<file path="src/rtl/continuous_monitoring_system_pkg.sv">
// Shared definitions for the continuous monitoring system datapath.
// Holds bus widths, the serializer state type and elaboration-time helpers.
package continuous_monitoring_system_pkg;

  localparam int AXI_DATA_WIDTH       = 200;
  localparam int SERIALIZER_OUT_WIDTH = 64;

  typedef enum logic {SER_IDLE, SER_SEND} serializer_state_t;

  function automatic int ceil_div(input int a, input int b);
    return (a + b - 1) / b;
  endfunction

endpackage

</file>
<file path="src/rtl/saturating_counter.sv">
// Up-counter that sticks at all ones; synchronous clear wins over increment.
module saturating_counter #(
  parameter int WIDTH = 32
) (
  input  logic             clk,
  input  logic             rst,
  input  logic             inc,
  input  logic             clr,
  output logic [WIDTH-1:0] q
);

  always_ff @(posedge clk or posedge rst) begin
    if (rst) begin
      q <= '0;
    end else if (clr) begin
      q <= '0;
    end else if (inc && (q != '1)) begin
      q <= q + WIDTH'(1);
    end
  end

endmodule

</file>
<file path="src/rtl/trace_axis_serializer.sv">
// Splits one wide trace packet into LSB-first OUT_WIDTH beats on AXI-Stream,
// with zero-bubble back-to-back packets and packet/stall status counters.
module trace_axis_serializer
  import continuous_monitoring_system_pkg::*;
#(
  parameter int IN_WIDTH           = AXI_DATA_WIDTH,
  parameter int OUT_WIDTH          = SERIALIZER_OUT_WIDTH,
  parameter int TLAST_EVERY_PACKET = 0,
  parameter int COUNTER_WIDTH      = 32
) (
  input  logic                     clk,
  input  logic                     rst,
  input  logic                     S_AXIS_tvalid,
  output logic                     S_AXIS_tready,
  input  logic [IN_WIDTH-1:0]      S_AXIS_tdata,
  input  logic                     S_AXIS_tlast,
  output logic                     M_AXIS_tvalid,
  input  logic                     M_AXIS_tready,
  output logic [OUT_WIDTH-1:0]     M_AXIS_tdata,
  output logic                     M_AXIS_tlast,
  input  logic                     clear_counters,
  output logic [COUNTER_WIDTH-1:0] packet_count,
  output logic [COUNTER_WIDTH-1:0] stall_count,
  output logic                     busy
);

  localparam int BEATS  = ceil_div(IN_WIDTH, OUT_WIDTH);
  localparam int BIDX_W = (BEATS > 1) ? $clog2(BEATS) : 1;
  localparam int BUF_W  = BEATS * OUT_WIDTH;
  localparam logic [BIDX_W-1:0] LAST_IDX = BIDX_W'(BEATS - 1);

  serializer_state_t        r_state;
  serializer_state_t        w_state_next;
  logic [BUF_W-1:0]         r_buf;
  logic [BIDX_W-1:0]        r_beat_idx;
  logic                     r_pkt_last;
  logic [COUNTER_WIDTH-1:0] r_packet_count;

  logic w_last_beat;
  logic w_s_hs;
  logic w_m_hs;

  assign w_last_beat = (r_beat_idx == LAST_IDX);
  assign w_s_hs      = S_AXIS_tvalid & S_AXIS_tready;
  assign w_m_hs      = M_AXIS_tvalid & M_AXIS_tready;

  // NOTE: sequential state uses non-blocking assignments so every register
  // samples the pre-edge values regardless of process ordering.
  always_ff @(posedge clk or posedge rst) begin
    if (rst) r_state <= SER_IDLE;
    else     r_state <= w_state_next;
  end

  // NOTE: every output of this block gets a default first so no path can
  // leave a signal unassigned and infer a latch.
  always_comb begin
    w_state_next  = r_state;
    S_AXIS_tready = 1'b0;
    M_AXIS_tvalid = 1'b0;
    case (r_state)
      SER_IDLE: begin
        S_AXIS_tready = 1'b1;
        if (S_AXIS_tvalid) w_state_next = SER_SEND;
      end
      SER_SEND: begin
        M_AXIS_tvalid = 1'b1;
        S_AXIS_tready = M_AXIS_tready & w_last_beat;
        if (M_AXIS_tready && w_last_beat && !S_AXIS_tvalid) w_state_next = SER_IDLE;
      end
      default: w_state_next = SER_IDLE;
    endcase
  end

  // NOTE: the beat buffer is reset even though it is datapath, because
  // M_AXIS_tdata is taken straight from it and must read zero in reset.
  always_ff @(posedge clk or posedge rst) begin
    if (rst) begin
      r_buf      <= '0;
      r_beat_idx <= '0;
      r_pkt_last <= 1'b0;
    end else if (w_s_hs) begin
      r_buf      <= BUF_W'(S_AXIS_tdata);
      r_beat_idx <= '0;
      r_pkt_last <= S_AXIS_tlast;
    end else if (w_m_hs && !w_last_beat) begin
      r_buf      <= r_buf >> OUT_WIDTH;
      r_beat_idx <= r_beat_idx + BIDX_W'(1);
    end
  end

  always_ff @(posedge clk or posedge rst) begin
    if (rst)                        r_packet_count <= '0;
    else if (clear_counters)        r_packet_count <= '0;
    else if (w_m_hs && w_last_beat) r_packet_count <= r_packet_count + COUNTER_WIDTH'(1);
  end

  saturating_counter #(
    .WIDTH(COUNTER_WIDTH)
  ) u_stall_counter (
    .clk (clk),
    .rst (rst),
    .inc (M_AXIS_tvalid & ~M_AXIS_tready),
    .clr (clear_counters),
    .q   (stall_count)
  );

  assign M_AXIS_tdata = r_buf[OUT_WIDTH-1:0];
  assign M_AXIS_tlast = (r_state == SER_SEND) & w_last_beat &
                        (r_pkt_last | (TLAST_EVERY_PACKET != 0));
  assign packet_count = r_packet_count;
  assign busy         = (r_state == SER_SEND);

endmodule

</file>
<file path="config.mk">
export PLATFORM = sky130hd
export DESIGN_NAME = trace_axis_serializer
export DESIGN_NICKNAME = d
export VERILOG_FILES = /design/src/rtl/continuous_monitoring_system_pkg.sv /design/src/rtl/saturating_counter.sv /design/src/rtl/trace_axis_serializer.sv
export SDC_FILE = /design/constraint.sdc
export NUM_CORES = 1
export LEC_CHECK = 0
export BUFFER_PORTS_ARGS = -buffer_cell sky130_fd_sc_hd__buf_2
export CORE_MARGIN = 4
export CORE_UTILIZATION = 53
export CTS_CLUSTER_SIZE = 12
export DETAILED_ROUTE_END_ITERATION = 6
export PLACE_DENSITY = 0.81
export REMOVE_ABC_BUFFERS = 1
export SYNTH_ARGS = -nofsm -noshare
export SYNTH_HDL_FRONTEND = slang
export SYNTH_SLANG_ARGS = --single-unit
export TNS_END_PERCENT = 100
</file>
<file path="constraint.sdc">
create_clock -name clk -period 10.6 [get_ports clk]
set_input_delay 2.12 -clock clk [delete_from_list [all_inputs] [get_ports clk]]
set_output_delay 2.12 -clock clk [all_outputs]
set_load 0.1 [all_outputs]
</file>
==> results by group <==
Worst setup path
  – FF-to-FF Start: r_beat_idx[0]
  – Critical register-to-register path endpoint: r_buf[113]
  – Length in cells of the worst reg-to-reg path: 8
  – WP data arrival: 2.88 ns
  – Setup crit end kind: output pin
  – Max Fanout on Critical Path: 8
  – Data required time at the worst endpoint: 8.48 ns
  – Worst setup path class: in -> out
  – Destination of the critical timing path: S_AXIS_tready
  – Setup slack of the worst register-to-register path: 7.25 ns
  – Launch point of the worst path: M_AXIS_tready
  – Critical path launch point type: primary input

STA
  – Post-route worst hold slack: 0.476 ns
  – Highest achievable clock rate: 200 MHz
  – Slew at the pin closest to its max-slew limit: 1.24 ns
  – RSZ-0062 raised after global routing: no
  – Final setup margin: 5.60 ns
  – Final Hold Fails: 0
  – Ratio of final minimum period to clock period: 47.2%
  – Worst slew margin relative to its limit: 17.0%
  – Final setup viols: 0
  – Final Max Tran Viols: 0
  – Final TNS setup: 0 ns
  – Maximum clock skew at final layout: 0.0116 ns
  – Minimum clock period after layout: 5.00 ns

Placed design
  – Number of port buffers: 337
  – Worst setup timing slack at the placement stage: 5.60 ns
  – DPL Wire Length: 20300 µm
  – Routability-driven placement congestion ratio: 0.849
  – Cell area reported after detailed placement: 13700 µm²
  – Cell count after placement: 1693

Status
  – Outcome: finished clean

Floorplanning
  – Initial Util: 54.3%
  – Area enclosed by the die boundary: 25800 µm²
  – # IOs: 338
  – Width of the die: 161 µm
  – Core Area: 22800 µm²
  – Placement Rows: 55
  – Die boundary height: 161 µm

Layout
  – Fin cells: 1750
  – Area occupied by multi-input gates: 4840 µm²
  – Most frequent cells in the layout: 337 x buf_2, 268 x dfrtp_1, 159 x nand2_1
  – Fraction of layout cells with a size suffix above 1: 27.9%
  – Area growth from synthesis to final layout: 18.8%
  – Final design area excluding fillers: 14700 µm²
  – Final Core Density: 64.5%
  – Sequential cell area in the final layout: 6710 µm²
  – Most common cell after layout, fill and taps aside: buf_2
  – Layout filler cell count: 1817
  – NumNets Final: 1620

Drt
  – WL per Instance: 16.8 µm
  – 1st-iter DRT viols: 611
  – Vias per cell: 5.41
  – DRC violation count after routing: 0
  – Total number of vias: 9461
  – DR pass1 iterations: 5
  – Wire length reported by the detailed router: 29400 µm
  – Count of nets left with antenna violations after detail routing: 0

Clock network
  – Cts-stage hold buffer count: 0
  – Clock-pin slew reported for the worst setup and hold paths after clock tree synthesis: 0.06 ns
  – Clock sink count: 268
  – TritonCTS clock tree: built
  – H-Tree Depth: 1
  – Buffer cell driving the clock tree root: clkbuf_16
  – Total clock buffers created by CTS: 29
  – Number of resized instances in the post-cts repair step: 0
  – Clock latency reported for the late side of the worst-skew pair: 0.53 ns
  – Buffers from clock root to sink, at most: 3
  – Number of post-CTS setup repair buffers: 0

Logic synthesis
  – Distinct cell type count after synthesis: 39
  – Most area-consuming cells after synthesis: dfrtp_1 54%, mux2i_1 11%, o21ai_0 6.0%
  – Leading register cell type out of synthesis: dfrtp_1
  – Post-Syn Instances: 1178
  – Avg Synthesized Cell Area: 10.5 µm²
  – Total of flip-flops plus latches after synthesis: 268
  – Yosys warning total: 0
  – Fraction of post-synthesis cell area in the top cell type by area: 54.2%
  – Async set or reset register ratio after synthesis: 100%
  – Post-synthesis cell area: 12400 µm²
  – Portion of the post-synthesis area used by sequential elements: 54.2%
  – Library cell occupying the most area in the post-synthesis netlist: dfrtp_1
  – Count of flip-flops with a built-in enable after synthesis: 0

Pwr
  – Post-route total power: 4.10 mW
  – Worst IR Drop VDD: 176 µV
  – PwrDens: 279 nW/µm²
  – Leakage Power: 6.89 nW

GRT
  – Antenna violations before repair: 8
  – Number of global-route vias before repair: 9428
  – First-pass GRT wire length: 48000 µm
  – Grt total ovfl: 0
  – Pin count of the biggest net entering global routing: 244
  – Total routing resource utilization after global routing: 22.1%

Min path
  – Class of the worst hold path: reg -> reg

Flow run
  – Max-cap violation count: 0
Yosys cell counts (3+ instances only):
cell	instances
a21oi_1	28
inv_1	10
nor4_1	6
xnor2_1	6
xor2_1	27
ha_1	3
nand4_1	22
a22o_1	66
o31ai_1	14
and3_1	11
mux2i_1	139
nor2_1	46
clkbuf_1	56
dfrtp_1	268
nand3_1	25
nand2_1	159
nor3_1	4
and2_1	3
o21ai_0	149
buf_2	9
or3_1	16
buf_1	13
nand2b_1	3
buf_4	65
or4_1	13
area by class of cell:
class | instances | area share, %
Sequential cell | 268 | 45.7
Clock buffer | 45 | 5.96
Antenna cell | 8 | 0.136
Tap cell | 313 | 2.67
Timing Repair Buffer | 345 | 12.0
Multi-Input combinational cell | 757 | 32.9
Clock inverter | 4 | 0.349
Inverter | 10 | 0.307
routing by layer:
layer | vias up | wire length [µm] | GRT usage, %
met5 | - | 13 | 0
met4 | 2 | 1070 | 8.45
met3 | 70 | 2080 | 5.75
met2 | 281 | 14200 | 36.4
met1 | 4535 | 11900 | 28.2
li1 | 4573 | - | -
power by group:
| part | total, mW | internal (mW) | leakage [nW] | switching, mW |
|---|---|---|---|---|
| clock network | 0.978 | 0.587 | 0.458 | 0.391 |
| logic | 1.66 | 0.336 | 2.78 | 1.32 |
| registers | 1.47 | 1.31 | 3.65 | 0.160 |
| total | 4.10 | 2.23 | 6.89 | 1.88 |
kinds of logic (layout without fill, tap and decap cells):
family | after synthesis | after routing | synth area share (%)
compound gates | 261 | 261 | 13.0
xor+xnor | 33 | 33 | 2.34
fa+ha+maj | 3 | 3 | 0.304
buf+inv | 153 | 404 | 6.71
flops | 268 | 268 | 54.2
mux | 141 | 141 | 11.4
other cells | 0 | 8 | 0
simple gates | 319 | 319 | 12.0
registers in the layout, summed over array words and instances (netlist names):
name	flops
r_buf	200
r_beat_idx	2
u_stall_counter.q	32
packet_count	32
busy	1
r_pkt_last	1
worst min-delay path by stage:
stage	from	to	slack, ns	depth (start not counted)
2_1_floorplan	r_buf[100]	r_buf[100]	0.45	2
3_3_place_gp	r_buf[8]	r_buf[8]	0.46	2
3_5_place_dp	r_buf[53]	r_buf[53]	0.46	2
4_1_cts	r_buf[53]	r_buf[53]	0.48	2
5_1_grt	r_buf[55]	r_buf[55]	0.49	2
6_report	r_buf[19]	r_buf[19]	0.48	2
critical path: stages:
cell     delay, ns
buf_2         0.15
nand2_1       0.07
nand2_1       0.11
buf_2         0.44
Power figures use the tool's default switching activity.
